--- config.mk ---
export PLATFORM = sky130hd
export DESIGN_NAME = ahb_lsu
export DESIGN_NICKNAME = d
export VERILOG_FILES = /design/src/rtl/ahb_lsu_pkg.sv /design/src/rtl/ahb_lsu_load_align.sv /design/src/rtl/ahb_lsu.sv
export SDC_FILE = /design/constraint.sdc
export NUM_CORES = 1
export LEC_CHECK = 0
export ABC_AREA = 1
export CORE_MARGIN = 10
export CORE_UTILIZATION = 48
export CTS_CLUSTER_SIZE = 40
export DETAILED_ROUTE_END_ITERATION = 7
export DONT_BUFFER_PORTS = 1
export PLACE_DENSITY_LB_ADDON = 0.3
export SYNTH_ARGS = -nofsm -noshare
export SYNTH_HDL_FRONTEND = slang
export SYNTH_SLANG_ARGS = --single-unit
export TNS_END_PERCENT = 30
--- constraint.sdc ---
create_clock -name clk -period 3.44 [get_ports clk]
set_clock_uncertainty 0.2 [all_clocks]
set_input_delay 0.688 -clock clk [delete_from_list [all_inputs] [get_ports clk]]
set_output_delay 0.688 -clock clk [all_outputs]
set_load 0.01 [all_outputs]
--- src/rtl/ahb_lsu_pkg.sv ---
// ahb_lsu_pkg
// Shared encodings for the load/store unit: AHB transfer types, AHB size
// codes, the decoder's request size encoding and the LSU state machine.
package ahb_lsu_pkg;

    // AHB-Lite transfer types (only IDLE and NONSEQ are ever issued)
    localparam logic [1:0] HTRANS_IDLE   = 2'b00;
    localparam logic [1:0] HTRANS_NONSEQ = 2'b10;

    // AHB HSIZE codes
    localparam logic [2:0] HSIZE_BYTE = 3'b000;
    localparam logic [2:0] HSIZE_HALF = 3'b001;
    localparam logic [2:0] HSIZE_WORD = 3'b010;

    // Decoder request size encoding
    localparam logic [1:0] SIZE_BYTE = 2'b00;
    localparam logic [1:0] SIZE_HALF = 2'b01;
    localparam logic [1:0] SIZE_WORD = 2'b10;
    localparam logic [1:0] SIZE_ILL  = 2'b11;

    typedef enum logic [1:0] {
        ST_IDLE = 2'b00,
        ST_ADDR = 2'b01,
        ST_DATA = 2'b10,
        ST_ERR  = 2'b11
    } lsu_state_t;

    // Map a legal request size onto the AHB size code.
    function automatic logic [2:0] to_hsize(input logic [1:0] size);
        logic [2:0] hs;
        case (size)
            SIZE_BYTE: hs = HSIZE_BYTE;
            SIZE_HALF: hs = HSIZE_HALF;
            default:   hs = HSIZE_WORD;
        endcase
        return hs;
    endfunction

endpackage

--- src/rtl/ahb_lsu_load_align.sv ---
// lsu_load_align
// Combinational load data alignment: picks the addressed byte or halfword
// lane and zero/sign-extends it, or rotates a word right by 8*a so that an
// unaligned word load returns the classic rotated value.
// Ports:
//   i_rdata  : raw AHB read data
//   i_a      : registered address bits [1:0]
//   i_size   : request size (byte/half/word)
//   i_signed : sign-extend byte/halfword
//   o_data   : aligned, extended load data
module lsu_load_align
    import ahb_lsu_pkg::*;
(
    input  logic [31:0] i_rdata,
    input  logic [1:0]  i_a,
    input  logic [1:0]  i_size,
    input  logic        i_signed,
    output logic [31:0] o_data
);

    logic [7:0]  w_byte;
    logic [15:0] w_half;
    logic [31:0] w_rot;

    always_comb begin
        w_byte = i_rdata[7:0];
        w_rot  = i_rdata;
        case (i_a)
            2'd0: begin w_byte = i_rdata[7:0];   w_rot = i_rdata;                          end
            2'd1: begin w_byte = i_rdata[15:8];  w_rot = {i_rdata[7:0],  i_rdata[31:8]};  end
            2'd2: begin w_byte = i_rdata[23:16]; w_rot = {i_rdata[15:0], i_rdata[31:16]}; end
            default: begin w_byte = i_rdata[31:24]; w_rot = {i_rdata[23:0], i_rdata[31:24]}; end
        endcase
    end

    // Halfword lane is chosen by a[1] only; a[0] is ignored (address was aligned on the bus).
    assign w_half = i_a[1] ? i_rdata[31:16] : i_rdata[15:0];

    always_comb begin
        case (i_size)
            SIZE_BYTE: o_data = {{24{i_signed & w_byte[7]}}, w_byte};
            SIZE_HALF: o_data = {{16{i_signed & w_half[15]}}, w_half};
            default:   o_data = w_rot;
        endcase
    end

endmodule

--- src/rtl/ahb_lsu.sv ---
// ahb_lsu
// Load/store unit: converts one decoded memory request at a time into a
// single AHB-Lite transfer, returns aligned load data to writeback tagged
// with the destination id, and raises a data abort on bus error or an
// illegal request size.
// Ports:
//   clk, rst_n                : clock, asynchronous active-low reset
//   req_valid/req_ready       : request handshake (ready only when idle)
//   req_wr/rd/size/signed     : decoded request type
//   req_addr/wdata/id         : address, store data, load destination id
//   wb_valid/wb_id/wb_data    : load completion pulse and held data
//   abort                     : one-cycle data abort pulse
//   HADDR..HRESP              : AHB-Lite master interface
module ahb_lsu
    import ahb_lsu_pkg::*;
#(
    parameter int ID_W   = 5,
    parameter int ADDR_W = 32
) (
    input  logic              clk,
    input  logic              rst_n,
    input  logic              req_valid,
    output logic              req_ready,
    input  logic              req_wr,
    input  logic              req_rd,
    input  logic [1:0]        req_size,
    input  logic              req_signed,
    input  logic [ADDR_W-1:0] req_addr,
    input  logic [31:0]       req_wdata,
    input  logic [ID_W-1:0]   req_id,
    output logic              wb_valid,
    output logic [ID_W-1:0]   wb_id,
    output logic [31:0]       wb_data,
    output logic              abort,
    output logic [ADDR_W-1:0] HADDR,
    output logic [1:0]        HTRANS,
    output logic              HWRITE,
    output logic [2:0]        HSIZE,
    output logic [31:0]       HWDATA,
    input  logic [31:0]       HRDATA,
    input  logic              HREADY,
    input  logic              HRESP
);

    lsu_state_t        r_state;
    logic              r_wr;
    logic [1:0]        r_size;
    logic              r_signed;
    logic [1:0]        r_a;
    logic [ID_W-1:0]   r_id;
    logic [31:0]       r_wdata;
    logic [ADDR_W-1:0] r_haddr;
    logic [31:0]       r_hwdata;
    logic              r_wb_valid;
    logic [ID_W-1:0]   r_wb_id;
    logic [31:0]       r_wb_data;
    logic              r_abort;

    logic [ADDR_W-1:0] w_haddr_aligned;
    logic [31:0]       w_lane_wdata;
    logic [31:0]       w_load_data;

    // The bus sees a size-aligned address; the low bits are kept in r_a for load extraction.
    always_comb begin
        w_haddr_aligned = req_addr;
        case (req_size)
            SIZE_HALF: w_haddr_aligned = {req_addr[ADDR_W-1:1], 1'b0};
            SIZE_WORD: w_haddr_aligned = {req_addr[ADDR_W-1:2], 2'b00};
            default:   w_haddr_aligned = req_addr;
        endcase
    end

    // Replicate narrow store data on every lane so the slave can pick any.
    always_comb begin
        w_lane_wdata = r_wdata;
        case (r_size)
            SIZE_BYTE: w_lane_wdata = {4{r_wdata[7:0]}};
            SIZE_HALF: w_lane_wdata = {2{r_wdata[15:0]}};
            default:   w_lane_wdata = r_wdata;
        endcase
    end

    lsu_load_align u_align (
        .i_rdata  (HRDATA),
        .i_a      (r_a),
        .i_size   (r_size),
        .i_signed (r_signed),
        .o_data   (w_load_data)
    );

    always_ff @(posedge clk or negedge rst_n) begin
        if (!rst_n) begin
            r_state    <= ST_IDLE;
            r_wr       <= 1'b0;
            r_size     <= 2'b00;
            r_signed   <= 1'b0;
            r_a        <= 2'b00;
            r_id       <= '0;
            r_wdata    <= '0;
            r_haddr    <= '0;
            r_hwdata   <= '0;
            r_wb_valid <= 1'b0;
            r_wb_id    <= '0;
            r_wb_data  <= '0;
            r_abort    <= 1'b0;
        end else begin
            r_wb_valid <= 1'b0;
            r_abort    <= 1'b0;
            case (r_state)
                ST_IDLE: begin
                    // A request with neither wr nor rd is consumed as a no-op.
                    if (req_valid && (req_wr || req_rd)) begin
                        if (req_size == SIZE_ILL) begin
                            r_abort <= 1'b1;
                        end else begin
                            r_state  <= ST_ADDR;
                            r_wr     <= req_wr;
                            r_size   <= req_size;
                            r_signed <= req_signed;
                            r_a      <= req_addr[1:0];
                            r_id     <= req_id;
                            r_wdata  <= req_wdata;
                            r_haddr  <= w_haddr_aligned;
                        end
                    end
                end
                ST_ADDR: begin
                    if (HREADY) begin
                        r_state  <= ST_DATA;
                        r_hwdata <= w_lane_wdata;
                    end
                end
                ST_DATA: begin
                    if (HREADY) begin
                        r_state <= ST_IDLE;
                        // ERROR seen only on its final cycle is still an error.
                        if (HRESP) begin
                            r_abort <= 1'b1;
                        end else if (!r_wr) begin
                            r_wb_valid <= 1'b1;
                            r_wb_id    <= r_id;
                            r_wb_data  <= w_load_data;
                        end
                    end else if (HRESP) begin
                        r_state <= ST_ERR;
                    end
                end
                ST_ERR: begin
                    if (HREADY) begin
                        r_state <= ST_IDLE;
                        r_abort <= 1'b1;
                    end
                end
                default: r_state <= ST_IDLE;
            endcase
        end
    end

    assign req_ready = (r_state == ST_IDLE);
    assign HTRANS    = (r_state == ST_ADDR) ? HTRANS_NONSEQ : HTRANS_IDLE;
    assign HADDR     = r_haddr;
    assign HWRITE    = r_wr;
    assign HSIZE     = to_hsize(r_size);
    assign HWDATA    = r_hwdata;
    assign wb_valid  = r_wb_valid;
    assign wb_id     = r_wb_id;
    assign wb_data   = r_wb_data;
    assign abort     = r_abort;

endmodule
==> flow_summary.yaml, run 1 <==
layout:
  multiInputGateArea_mm2: 0.00298
  drive_gt1_share_pct: 5.76
  nets: 1055
  layout-area-overhead-vs-synth_pct: 10.3
  final_area_mm2: 0.00788
  layout.area.seq_mm2: 0.00370
  diodes: 0
  num-fill-cells: 1401
synthesis:
  synth_xor_area_share_pct: 0
  synth_area_mm2: 0.00714
  synth_edf_count: 0
  ys.flop_type: "dfrtp_1"
  yosys-top-cells-area: "dfrtp_1 (52%), nand2_1 (23%), nor2_1 (4.6%)"
  ys_seq_area_share_pct: 51.8
  synth-simple-area-share_pct: 31.9
  syn_area_per_cell_um2: 7.41
  ys.warnings.count: 0
  synthCells: 964
  yosys-top-cells-count: "nand2_1 (436), dfrtp_1 (148), nor2_1 (88)"
  async_flop_share_pct: 100
  synth_top_cell_by_area: "dfrtp_1"
  yosysMostFrequentCell: "nand2_1"
  synth_top_area_share_pct: 51.8
  synth_top_family_by_area: "simple AND/OR/NAND/NOR gates"
  synth_compound_area_share_pct: 9.16
  synth_fa_ha_area_share_pct: 0.350
  ys_seq_elements: 148
  synthMuxAreaShare_pct: 0
  yosysUniqueCellTypes: 26
timing:
  finalHoldViolations: 148
  fin_crit_ns: 2.68
  setup_ws_ns: 0.762
  grt_setup_unrepaired: "false"
  tightest_slew_ns: 1.16
  drv_slew: 0
  max_slew_margin_pct: 22.3
  fmax_mhz: 373
  hold_slack_ns: -0.237
  finalCritPeriodShare_pct: 77.9
  finalSetupTns_ns: 0
  setup_viol: 0
critical_path:
  worstPathBufferInverterCount: 2
  worst_path_largest_cell_delay_ns: 0.71
  critPathKind: "flop to flop"
  arrival_ns: 2.78
  cp_data_required_time_ns: 3.54
  start_kind: "flop"
  critPathSlowestCell: "dfrtp_1"
  crit_top_cell: "a21oi_1"
  r2r_slack_ns: 0.76
  path_max_fanout: 22
  cpLargestDelayFamily: "buffers and inverters"
  end_kind: "flop"
  path_cells: "buf_4 > nand2_1 > inv_1 > a21oi_1 > a21oi_1 > a21oi_1"
  r2r-start: "r_a[0]"
  cp-startpoint: "r_a[0]"
global_routing:
  grt_pass1_wl_mm: 33.1
  grt_max_degree: 149
  overflow: 0
  antenna_found_initial: 0
  grt_pass1_vias: 5901
  grt_use_total_pct: 20.6
cts:
  numCtsBuffers: 17
  cts_setup_buffers: 0
  cts_resized: 0
  clk_latency_ns: 0.43
  cts-root-buf: "clkbuf_16"
  path_clk_slew_ns: 0.06
  clk_path_buf_depth: 2
  cts_tree: "done"
  clock-sinks: 148
  htree_num_levels: 4
detailed_routing:
  drc_errors: 0
  vias: 6081
  routed_wl_mm: 21.1
  first_pass_iters: 7
  post_drt_wl_per_cell_um: 18.5
  viasPerCell: 5.34
  drtAntennaViolNets: 0
  initialDrtViolationCount: 542
pwr:
  power.leakage_nw: 4.04
  power.density_mw_per_mm2: 1020
  peakVddDrop_uv: 420
floorplanning:
  io_pins: 221
  placement_rows: 44
  die_w_um: 142
  die_area_mm2: 0.0202
  die_h_um: 142
  start_util_pct: 49.1
  core_mm2: 0.0145
place:
  placed_area_mm2: 0.00722
  pre_cts_slack_ns: 0.832
  post-dp-hpwl_mm: 14.9
  gp_congestion: 0.898
  io_buffers: 0
status:
  status: "finished, violations left"
  violations: "negative hold slack"
run:
  max-cap-violations: 0
min_path:
  hp-class: "input port to asynchronous set/reset pin"
-- worst reg2reg max path, delay by kind of cell, from the launching register on --
kind / cells / cell delay (ns)
AOI/OAI and AO/OA: 3 / 0.49
buffers and inverters: 2 / 0.94
DFF: 1 / 0.71
and+or+nand+nor: 1 / 0.21
-- worst paths after layout --
| check | end | depth (start not counted) |
|---|---|---|
| worst max-delay path | wb_data[27] | 6 |
| worst max register to register | wb_data[27] | 6 |
| max in group asynchronous | HWDATA[25] | 0 |
| worst min register to register | wb_id[2] | 2 |
| worst min-delay path | wb_data[8] | 0 |
| min in group clk | HADDR[15] | 2 |
-- per-stage QoR --
| stage | util [%] | total power, mW | hold slack [ns] | instances |
|---|---|---|---|---|
| after global routing | 54.2 | 8.70 | -0.260 | 1139 |
| after global placement | 49.7 | 5.96 | 0.203 | 1107 |
| after floorplan | - | 5.28 | 0.192 | 965 |
| final | 54.2 | 8.05 | -0.237 | 1139 |
| after detailed placement | 49.7 | 6.04 | 0.202 | 1107 |
| after CTS | 54.2 | 8.12 | -0.251 | 1139 |
-- cell families after synthesis --
group                      count (synthesis)
AOI/OAI and AO/OA                        125
DFF                                      148
other                                      1
adders and majority gates                  2
and+or+nand+nor                          579
buffers and inverters                    109
-- layout by cell type (no fill, tap or decap), types with 9 or more instances in the layout --
cell type	n
inv_1	54
a31oi_1	9
nand3_1	42
a21oi_1	44
nor2_1	87
dfrtp_1	148
clkbuf_16	17
buf_4	10
o21ai_0	64
nand2_1	435
-- area by class of cell --
type                            count  area share (%)
Clock buffer                       20            5.93
Clock inverter                     12            2.45
Inverter                           56            2.67
Multi-Input combinational cell    708            37.8
Sequential cell                   148            47.0
Tap cell                          184            2.92
Timing Repair Buffer               11            1.21
-- power breakdown --
part	leakage, nW	total (mW)	switching [mW]	internal [mW]
Sequential	1.83	3.57	1.01	2.56
Clock	0.324	2.06	0.768	1.29
Combinational	1.88	2.43	1.57	0.856
Total	4.04	8.05	3.35	4.70
-- registers in the layout (all words and copies together), names as in the netlist, 2 cells and up --
signal and flops:
wb_data 32, HWDATA 32, r_id 5, r_size 2
HADDR 32, wb_id 5, r_state 2, r_a 2
r_wdata 32
-- layer usage --
layer  part of all wire, %  GRT usage [%]
met2                    48           32.3
met5                     0              0
met4                   1.1           4.84
met3                    12           10.2
met1                    39           24.8
Note: power is estimated with default switching activity, not from simulation.
==> run 2: changes to the inputs <==
==> constraint.sdc (replaced) <==
create_clock -name clk -period 2.75 [get_ports clk]
set_clock_uncertainty 0.2 [all_clocks]
set_input_delay 0.55 -clock clk [delete_from_list [all_inputs] [get_ports clk]]
set_output_delay 0.55 -clock clk [all_outputs]
set_load 0.01 [all_outputs]
==> run 2 against run 1 <==
The flow still finishes with violations (negative hold slack); worst hold slack worse by 0.14 ns; register-to-register slack worse by 0.27 ns; final cell count rose by 0.53%; combinational power up 31%; core utilization down 0.086 points; count of clock-buffer cells in the layout stayed put; routed wire length about the same; power is 22% higher; critical endpoint is now HSIZE[0].
==> flow_summary.yaml, run 2 (synthesis gave the netlist of run 1 again) <==
timing:
  max_slew_margin_pct: 50.5
  grt_setup_unrepaired: "false"
  fmax_mhz: 426
  drv_slew: 0
  fin_crit_ns: 2.35
  finalCritPeriodShare_pct: 85.3
  finalHoldViolations: 148
  tightest_slew_ns: 0.740
  hold_slack_ns: -0.376
  finalSetupTns_ns: 0
  setup_viol: 0
status:
  status: "finished, violations left"
  violations: "negative hold slack"
global_routing:
  overflow: 0
  grt_max_degree: 149
  grt_use_total_pct: 20.6
  grt_pass1_vias: 5918
  grt_pass1_wl_mm: 33.0
  antenna_found_initial: 0
place:
  post-dp-hpwl_mm: 15.0
  gp_congestion: 0.934
  io_buffers: 0
cts:
  cts_setup_buffers: 0
  cts-root-buf: "clkbuf_16"
  path_clk_slew_ns: 0.06
  cts_tree: "done"
  htree_num_levels: 4
  clock-sinks: 148
  numCtsBuffers: 17
  clk_path_buf_depth: 2
  clk_latency_ns: 0.42
detailed_routing:
  first_pass_iters: 5
  vias: 6080
  viasPerCell: 5.31
  post_drt_wl_per_cell_um: 18.4
  routed_wl_mm: 21.1
  drtAntennaViolNets: 0
  drc_errors: 0
  initialDrtViolationCount: 496
critical_path:
  path_max_fanout: 10
  critPathKind: "flop to output port"
  end_kind: "output port"
  start_kind: "flop"
  arrival_ns: 1.60
  cp_data_required_time_ns: 2.00
run:
  max-cap-violations: 0
floorplanning:
  io_pins: 221
  core_mm2: 0.0145
  die_w_um: 142
  die_h_um: 142
  die_area_mm2: 0.0202
  placement_rows: 44
  start_util_pct: 49.1
layout:
  fin_util_pct: 54.1
  layout.area.seq_mm2: 0.00370
  drive_gt1_share_pct: 6.24
  diodes: 0
  layout-area-overhead-vs-synth_pct: 10.1
  multiInputGateArea_mm2: 0.00298
  mostFrequentLayoutCells: "nand2_1 (435), dfrtp_1 (148), nor2_1 (87), o21ai_0 (64), inv_1 (54)"
  nets: 1061
  num-fill-cells: 1410
  final_common_cell: "nand2_1"
pwr:
  peakVddDrop_uv: 523
  power.leakage_nw: 4.02
  power.density_mw_per_mm2: 1250
min_path:
  hp-class: "input port to asynchronous set/reset pin"
## run 2: cell count changes in the layout (fill, tap and decap cells not counted), moves of 2 or more
| cell | change |
|---|---|
| buf_4 | +4 |
| clkinv_4 | -4 |
| clkinvlp_4 | +4 |
| bufinv_16 | -3 |
| buf_12 | +2 |
| inv_6 | +2 |
## run 2: layout make-up
type	count	share of cell area, %
sequential	148	47.1
clock inverter	12	1.53
timing repair buffer	17	2.10
tap	184	2.93
multi-input combinational	708	37.9
inverter	56	2.67
clock buffer	20	5.81
## run 2: power breakdown
group	switching (mW)	internal [mW]	leakage [nW]
registers	1.21	3.20	1.83
logic	2.05	1.13	1.92
clock network	0.960	1.31	0.272
total	4.22	5.64	4.02
## run 2: repair_timing
action | in CTS | in global routing
endpoints found under the setup margin | 0 | 0
endpoints found under the hold margin | 148 | 148
resized for setup | 0 | 0
## run 2: worst max-delay path, stage by stage (launching register included)
cell	delay (ns)
dfrtp_1	0.49
nor2_2	0.44
buf_4	0.24
## run 2: per-layer routing
metal	vias up	track usage, %	wire length, um
li1	2975	-	-
met1	2849	24.7	8310
met2	225	31.7	9780
met3	31	9.28	2450
met4	0	8.61	542
met5	-	0	0
## run 2: worst paths after layout
check / depth (start not counted) / startpoint / slack [ns] / endpoint
setup / recovery: 2 / r_size[1] / 0.40 / HSIZE[0]
hold / removal: 0 / rst_n / -0.38 / wb_data[9]
setup reg to reg: 10 / r_a[1] / 0.49 / wb_data[24]
hold reg to reg: 2 / r_id[1] / 0.27 / wb_id[1]
max in group asynchronous: 0 / rst_n / 2.51 / r_wdata[26]
min in group clk: 2 / req_wdata[27] / 0.03 / r_wdata[27]
## run 2: through the flow
step	area [um2]	worst slack [ns]	total power, mW	cells
after CTS	7860	0.393	9.95	1145
after global placement	7290	0.580	7.56	1113
after floorplan	7150	0.993	6.60	965
final	7860	0.404	9.86	1145
after global routing	7860	0.273	10.7	1145
after detailed placement	7290	0.536	7.64	1113
